--- src/rtl/span_cme.sv ---
// span_cme - SPAN-style margin engine for a single commodity.
//
// The host writes the price, five contract-month positions and the risk
// parameters into a 29-entry register file. Every accepted write restarts
// the engine. The engine snapshots the net position and the price scan
// range, then scores seven price moves k = -3..+3, one per cycle. A final
// cycle adds the spread and spot charges. The scanning risk and the total
// margin are then published.
//
// Ports:
//   clk            system clock, rising edge
//   reset          asynchronous active-low reset
//   chipselect     bus select, qualifies write and read
//   write / read   bus strobes
//   offset         register address 0..31
//   writeData      write data
//   readData       registered read data (1-cycle latency)
//   PriceScanRange (P*S)/100 from the current registers, combinational
module span_cme (
    input  logic        clk,
    input  logic        reset,
    input  logic        chipselect,
    input  logic        write,
    input  logic        read,
    input  logic [4:0]  offset,
    input  logic [15:0] writeData,
    output logic [15:0] readData,
    output logic [15:0] PriceScanRange
);
    localparam int NREG  = 29;
    localparam int NSCEN = 7;
    // Step 0 is the snapshot cycle. Steps 1..NSCEN are the scenarios.
    localparam logic [2:0] LAST_STEP = 3'(NSCEN);

    typedef enum logic [1:0] {
        IDLE  = 2'd0,
        SCAN  = 2'd1,
        FINAL = 2'd2
    } state_t;

    // Clamp a non-negative margin quantity into the 16-bit result field.
    function automatic logic [15:0] sat16(input logic [39:0] v);
        logic [15:0] r;
        if (v > 40'h00_0000_FFFF) begin
            r = 16'hFFFF;
        end else begin
            r = v[15:0];
        end
        return r;
    endfunction

    logic [15:0]        regs_r [NREG];
    state_t             state_r, state_s;
    logic [2:0]         step_r, step_s;
    logic signed [18:0] n_r;
    logic [15:0]        psr_r;
    logic signed [35:0] max_r;
    logic [15:0]        scan_r, total_r;
    logic               valid_r;

    logic               wr_s, busy_s, kneg_s;
    logic [15:0]        psr_s, rd_mux_s;
    logic signed [18:0] n_s, long_s, short_s, m_s;
    logic [18:0]        min_s;
    logic [16:0]        q1_abs_s;
    logic [2:0]         kmag_s;
    logic [17:0]        mag_s;
    logic signed [35:0] loss_s;
    logic [39:0]        total_s;

    assign wr_s   = chipselect & write & (offset <= 5'd28);
    assign busy_s = (state_r != IDLE);
    assign psr_s  = 16'(({16'd0, regs_r[0]} * {16'd0, regs_r[6]}) / 32'd100);
    assign PriceScanRange = psr_s;

    // Net position, plus the long and short totals used for the spread charge.
    always_comb begin
        n_s     = 19'sd0;
        long_s  = 19'sd0;
        short_s = 19'sd0;
        for (int i = 1; i <= 5; i++) begin
            n_s = n_s + 19'($signed(regs_r[i]));
            if (regs_r[i][15]) begin
                short_s = short_s - 19'($signed(regs_r[i]));
            end else begin
                long_s = long_s + 19'($signed(regs_r[i]));
            end
        end
    end

    assign min_s    = (long_s < short_s) ? 19'(long_s) : 19'(short_s);
    assign q1_abs_s = regs_r[1][15] ? (17'd0 - {1'b1, regs_r[1]}) : {1'b0, regs_r[1]};

    // Scenario step s maps to move k = s - 4. The move is |k|/3 of the scan range, truncated.
    assign kneg_s = (step_r < 3'd4);
    assign kmag_s = kneg_s ? (3'd4 - step_r) : (step_r - 3'd4);
    assign mag_s  = 18'(({2'b00, psr_r} * {15'd0, kmag_s}) / 18'd3);
    assign m_s    = kneg_s ? -$signed({1'b0, mag_s}) : $signed({1'b0, mag_s});
    assign loss_s = -(36'(n_r) * 36'(m_s));

    assign total_s = 40'($unsigned(max_r))
                   + 40'(min_s) * 40'(regs_r[7])
                   + 40'(q1_abs_s) * 40'(regs_r[8]);

    // Next-state logic. An accepted write restarts the engine from any state.
    always_comb begin
        state_s = state_r;
        step_s  = step_r;
        if (wr_s) begin
            state_s = SCAN;
            step_s  = 3'd0;
        end else begin
            case (state_r)
                IDLE: begin
                    state_s = IDLE;
                end
                SCAN: begin
                    if (step_r == LAST_STEP) begin
                        state_s = FINAL;
                        step_s  = 3'd0;
                    end else begin
                        step_s = step_r + 3'd1;
                    end
                end
                FINAL: begin
                    state_s = IDLE;
                end
                default: begin
                    state_s = IDLE;
                    step_s  = 3'd0;
                end
            endcase
        end
    end

    // FSM state and scenario step registers.
    always_ff @(posedge clk or negedge reset) begin
        if (!reset) begin
            state_r <= IDLE;
            step_r  <= 3'd0;
        end else begin
            state_r <= state_s;
            step_r  <= step_s;
        end
    end

    // Engine datapath: snapshot, running worst-case loss, final results.
    always_ff @(posedge clk or negedge reset) begin
        if (!reset) begin
            n_r     <= 19'sd0;
            psr_r   <= 16'd0;
            max_r   <= 36'sd0;
            scan_r  <= 16'd0;
            total_r <= 16'd0;
            valid_r <= 1'b0;
        end else if (wr_s) begin
            valid_r <= 1'b0;
            max_r   <= 36'sd0;
        end else begin
            case (state_r)
                SCAN: begin
                    if (step_r == 3'd0) begin
                        n_r   <= n_s;
                        psr_r <= psr_s;
                        max_r <= 36'sd0;
                    end else if (loss_s > max_r) begin
                        max_r <= loss_s;
                    end
                end
                FINAL: begin
                    scan_r  <= sat16(40'($unsigned(max_r)));
                    total_r <= sat16(total_s);
                    valid_r <= 1'b1;
                end
                default: begin
                end
            endcase
        end
    end

    // Read multiplexer: register file, results and status.
    always_comb begin
        rd_mux_s = 16'd0;
        case (offset)
            5'd29:   rd_mux_s = total_r;
            5'd30:   rd_mux_s = scan_r;
            5'd31:   rd_mux_s = {14'd0, busy_s, valid_r};
            default: rd_mux_s = regs_r[offset];
        endcase
    end

    // Host register file and registered read port.
    always_ff @(posedge clk or negedge reset) begin
        if (!reset) begin
            for (int i = 0; i < NREG; i++) begin
                regs_r[i] <= 16'd0;
            end
            readData <= 16'd0;
        end else begin
            if (wr_s) begin
                regs_r[offset] <= writeData;
            end
            if (chipselect && read) begin
                readData <= rd_mux_s;
            end
        end
    end
endmodule

--- config.mk ---
export PLATFORM = sky130hd
export DESIGN_NAME = span_cme
export DESIGN_NICKNAME = d
export VERILOG_FILES = /design/src/rtl/span_cme.sv
export SDC_FILE = /design/constraint.sdc
export NUM_CORES = 2
export LEC_CHECK = 0
export CAP_MARGIN = 10
export CORE_UTILIZATION = 60
export DETAILED_ROUTE_END_ITERATION = 8
export PLACE_DENSITY = 0.79
export SYNTH_ARGS = -nofsm -noshare
export SYNTH_HDL_FRONTEND = slang
export SYNTH_SLANG_ARGS = --single-unit
--- constraint.sdc ---
create_clock -name clk -period 23.7 [get_ports clk]
set_clock_uncertainty 0.15 [all_clocks]
set_input_delay 4.74 -clock clk [delete_from_list [all_inputs] [get_ports clk]]
set_output_delay 4.74 -clock clk [all_outputs]
set_load 0.005 [all_outputs]
== Word-level counts from Yosys, hierarchy flattened ==
Cells that the tools add are included.
W data, S select, Z words.

* Bits of input ports: 26
* Logic and storage cells: 133
* Register bits: 589

* $mul: 5
* Multiplexer cells: 35
* Div/mod/pow operators: 2
* Bitwise logic cells: 4
* Equality and inequality tests: 8
* Magnitude comparators: 8
* Reductions and logical operators: 12
* $add $sub $neg: 21

{| class="wikitable"
|+ Operators with widths
! operator !! number
|-
| $bwmux W464 || 1
|-
| $mux W19 || 11
|-
| $mux W36 || 4
|-
| $bmux W16 S5 || 1
|-
| $demux W16 S5 || 1
|-
| $mux W16 || 5
|-
| $add A19 B16 Y19 || 4
|-
| $sub A19 B16 Y19 || 4
|-
| $pmux W16 S3 || 1
|-
| $add A37 B33 Y38 || 1
|-
| $gt A38 B16 Y1 const B || 1
|-
| $add A36 B35 Y37 || 1
|-
| $gt A36 B16 Y1 const B || 1
|-
| $gt A36 B36 Y1 || 1
|-
| $mul A19 B19 Y36 || 1
|-
| $neg A36 Y36 || 1
|-
| $mul A19 B16 Y35 || 1
|-
| $add A16 B16 Y17 || 2
|-
| $mul A17 B16 Y33 || 1
|-
| $div A32 B7 Y32 const B || 1
|-
| $mul A16 B16 Y32 || 1
|-
| $add A18 B16 Y19 || 1
|-
| $lt A19 B19 Y1 || 1
|-
| $neg A18 Y19 || 1
|-
| 35 further kinds || 47
|}

== Depth between registers and ports, before layout ==
* Depth after elaboration: 17
* Depth in mapped cells: 122
* Mapped depth without buffers: 114

== Worst setup path before layout ==
Ideal clock, no wire load.

* Path kind: register to output
* Start point: reg regs_r[355] (netlist name)
* End point: out PriceScanRange[0]
* Data required time: 18.810 ns
* Stages on the path, launching flop included: 81
* Path slack: -1.113 ns
* Path buffers: 7
* Data arrival time: 19.923 ns
* Cells stage by stage: dfrtp_1 -> clkbuf_1 -> clkbuf_1 -> nand2_1 -> fa_1 -> inv_1 -> fa_1 -> inv_1 -> fa_1 -> inv_1 -> fa_1 -> fa_1 -> inv_1 -> fa_1 -> inv_1 -> ha_1 -> clkbuf_1 -> nand3_1 -> [... 45 more ...] -> or2_1 -> buf_2 -> mux2_1 -> a31o_1 -> o221a_1 -> o311a_1 -> o21a_1 -> o2111ai_2 -> a21oi_4 -> xnor2_1 -> and3_1 -> buf_2 -> o31ai_2 -> nand2_1 -> maj3_2 -> xnor2_2 -> o211a_1 -> nor3_1

* Cells in the longest elaborated chain, start to end: 2

{| class="wikitable"
|+ RTL lines
! what !! RTL line !! text
|-
| start: declaration || 52 || <nowiki>logic [15:0] regs_r [NREG];</nowiki>
|-
| start signal: indexed assignment || 201 || <nowiki>regs_r[offset] <= writeData;</nowiki>
|-
| $mul A16 B16 Y32 || 73 || <nowiki>assign psr_s = 16'(({16'd0, regs_r[0]} * {16'd0, regs_r[6]}) / 32'd100);</nowiki>
|-
| $div A32 B7 Y32 || 73 ||
|-
| end: declaration || 28 || <nowiki>output logic [15:0] PriceScanRange</nowiki>
|}

No other way between the ends.

== Final worst setup path ==
* Start point: reg regs_r[356] (netlist name)
* End point: out PriceScanRange[0]

The elaborated chain is that of the path after synthesis.

==> key figures <==
Drt
  – Routed via count: roughly 70000
  – Post-route ant nets: 0
  – DR iter-0 viols: 6257
  – WL per Instance: around 22 um
  – Vias/cell: between 6 and 7
  – Drt pass-1 iters: 6
  – # DRC: 0
  – DRT Wirelength: roughly 250 mm

CTS
  – TritonCTS clock tree: built
  – CTS root buffer: clkbuf_16
  – Sink Count: around 600
  – Total number of H-tree levels: 3
  – Clock slew seen by the registers of the worst setup and hold paths: ~60 ps
  – Hold buffer count at cts: 0
  – Longest Clk Path Bufs: 3
  – CTS buffer count: 66
  – Worst-skew pair later-pin latency: roughly 710 ps

Status
  – Status: complete, but fails checks
  – Failing checks: setup timing

Floorplanning
  – Die Area: about 140000 sq um
  – IO Pins: a little under 60
  – Initial core utilization: between 60% and 70%
  – # rows: roughly 140
  – Chip height: around 380 um
  – Core area: between 100000 and 150000 sq um
  – Die width: between 300 and 400 um

Worst hold path
  – Hold Path Depth: 1
  – Hold_sp: max_r[9]$_DFFE_PN0P_
  – Hold endpoint: scan_r[9]$_DFFE_PN0P_
  – HP Class: register to register

Cells and area
  – Most frequent cells in the layout: 1441 x inv_1, 1164 x fa_1, 1101 x nand2_1
  – P&R area growth vs syn: 14.45%
  – Most common cell after layout, fill and taps aside: inv_1
  – Design Area, Final: ~100000 sq um
  – Multi-input logic area: ~66000 sq um
  – Nets: about 11000
  – # fillers: between 10000 and 15000
  – FF+latch area: 14760 sq um
  – Share of layout cells above drive strength 1: between 20% and 30%
  – Post-route non-filler standard cell count: roughly 12000

Synth
  – Area of the mapped netlist: approximately 86000 sq um
  – Register area share after synthesis: about 17%
  – Synth Instances: just over 9000
  – Commonest register cell after synthesis: dfrtp_1
  – FFs w/ async S/R, synth: between 90% and 100%
  – Synth cell types: roughly 140
  – #FFs+latches synth: a little under 600
  – Syn_area_per_cell: between 9 and 10 sq um
  – YS warnings: 0
  – Post-synth EDFFs: 0

Timing
  – Slew margin rel.: under 10%
  – Fin crit period: ~25000 ps
  – RSZ-0062 raised after global routing: yes
  – Fmax: between 30 and 40 MHz
  – # setup viols final: 4
  – Setup ws final: -1561 ps
  – Slew Viols, Final: 0
  – Crit share post-route: 106.6%
  – TNS Setup: -4265 ps
  – Endpoints failing hold: 0
  – Least-Margin Pin Slew: about 1400 ps

Critical path
  – Most frequent CP cell: buf_4
  – Cell count of the worst reg-to-reg path: 93
  – Worst Setup Start Kind: register
  – Reg2reg start: regs_r[433]$_DFFE_PN0P_
  – Crit end category: output port
  – Kind of critical path: register to output port
  – CP required: 18810 ps
  – Critical Path AT: roughly 20000 ps
  – CP Max Fanout: 6
  – Max incr delay on CP: ~580 ps
  – FF-to-FF setup slack: between 1000 and 1500 ps
  – RR Endpoint: total_r[15]$_DFFE_PN0P_
  – CP max stage cell: fa_2

Global route
  – GRT Total Usage: a little over a third
  – Pin count of the biggest net entering global routing: ~190
  – Vias in the first global route: 73865
  – Gr ovfl total: 0
  – Global-route wire length before repair: ~400 mm
  – Initial antenna violation count: 12

Run
  – Max cap viols: 0

Placement
  – RePlAce Congestion: roughly 1
  – I/O Buffers: 57
  – Post-Place Cell Area: between 90000 and 100000 sq um
  – Placed insts: around 11000
  – Placed wire-length estimate: ~190 mm
[sequential cells by signal, indices dropped and copies added, names as in the netlist]
register and count:
state_r 2, scan_r 16, regs_r 464, n_r 19
valid_r 1, readData 16, psr_r 16, max_r 36
total_r 16, step_r 3
[cells in the mapped netlist (53+ instances only)]
| library cell | number | share of area (%) |
|---|---|---|
| a21o_1 | 62 | 0.54 |
| a21oi_1 | 351 | 2.0 |
| a22oi_1 | 53 | 0.46 |
| and2_1 | 476 | 3.5 |
| clkbuf_1 | 385 | 1.7 |
| dfrtp_1 | 589 | 17 |
| fa_1 | 1174 | 27 |
| ha_1 | 657 | 9.6 |
| inv_1 | 1444 | 6.3 |
| mux2_2 | 468 | 6.1 |
| mux4_2 | 112 | 2.9 |
| nand2_1 | 1111 | 4.9 |
| nand2b_1 | 101 | 0.74 |
| nand3_1 | 88 | 0.51 |
| nor2_1 | 288 | 1.3 |
| nor2b_1 | 115 | 0.84 |
| nor3_1 | 64 | 0.37 |
| o21a_1 | 74 | 0.65 |
| o21ai_0 | 371 | 2.2 |
| o21bai_1 | 106 | 0.93 |
| xnor2_1 | 243 | 2.5 |
[area by class of cell]
cell class,instances,share of cell area [%]
multi-input combinational,6651,67.43
sequential,589,15.01
timing repair buffer,854,7.153
inverter,1447,5.529
tap,1890,2.405
clock buffer,86,1.848
clock inverter,31,0.6032
antenna,7,0.01782
[timing repair]
action,CTS,global route
endpoints found under the setup margin,42,42
buffers inserted,92,57
resized for setup,243,180
cloned,4,1
pin swaps,117,89
[per-layer routing]
layer / vias to the layer above / track usage (%) / wire [um]
met5: - / 0 / 46
met4: 8 / 17.05 / 13660
met3: 651 / 7.416 / 23510
met2: 3312 / 55.79 / 116100
met1: 35313 / 46.58 / 99470
li1: 30665 / - / -
[cells by family after synthesis]
group                      count (synthesis)  share of synthesized area (%)
adders and majority gates               1835                          36.98
muxes                                    617                          9.537
xor gates and xnor gates                 297                          3.054
buffers and inverters                   1912                          8.461
other                                      2                       0.008742
AOI/OAI and AO/OA                       1452                          11.23
DFF                                      589                          17.16
and+or+nand+nor                         2428                          13.58
[how the worst max path moves through the flow]
stage / from / to / slack [ps] / depth (start not counted)
finish: regs_r[356]$_DFFE_PN0P_ / PriceScanRange[0] / -1560 / 85
floorplan: regs_r[355]$_DFFE_PN0P_ / PriceScanRange[0] / -170 / 80
global route: regs_r[356]$_DFFE_PN0P_ / PriceScanRange[0] / -2280 / 85
global placement: regs_r[460]$_DFFE_PN0P_ / PriceScanRange[0] / -1140 / 78
CTS: regs_r[356]$_DFFE_PN0P_ / PriceScanRange[0] / -1140 / 81
detailed placement: regs_r[358]$_DFFE_PN0P_ / PriceScanRange[0] / -1490 / 72
[metrics by stage]
stage          utilization [%]  setup WS [ps]  hold slack [ps]
3_3_place_gp             65.37          -1136            311.0
6_report                 69.36          -1561            316.6
4_1_cts                  68.43          -1141            319.9
3_5_place_dp             65.37          -1494            329.3
2_1_floorplan                -         -166.3            299.5
5_1_grt                  69.35          -2276            342.7
[critical path: cells and delay by family, from the launching register on]
family	cells	cell delay (ps)
AOI/OAI and AO/OA	34	7790
adders and majority gates	9	3930
buffers and inverters	19	2550
and+or+nand+nor	14	2530
muxes	6	1920
xor gates and xnor gates	3	520
DFF	1	420
Power is left out: the tool's default activity adds up to more than one toggle a clock period on the data nets, which glitch-free logic cannot reach.
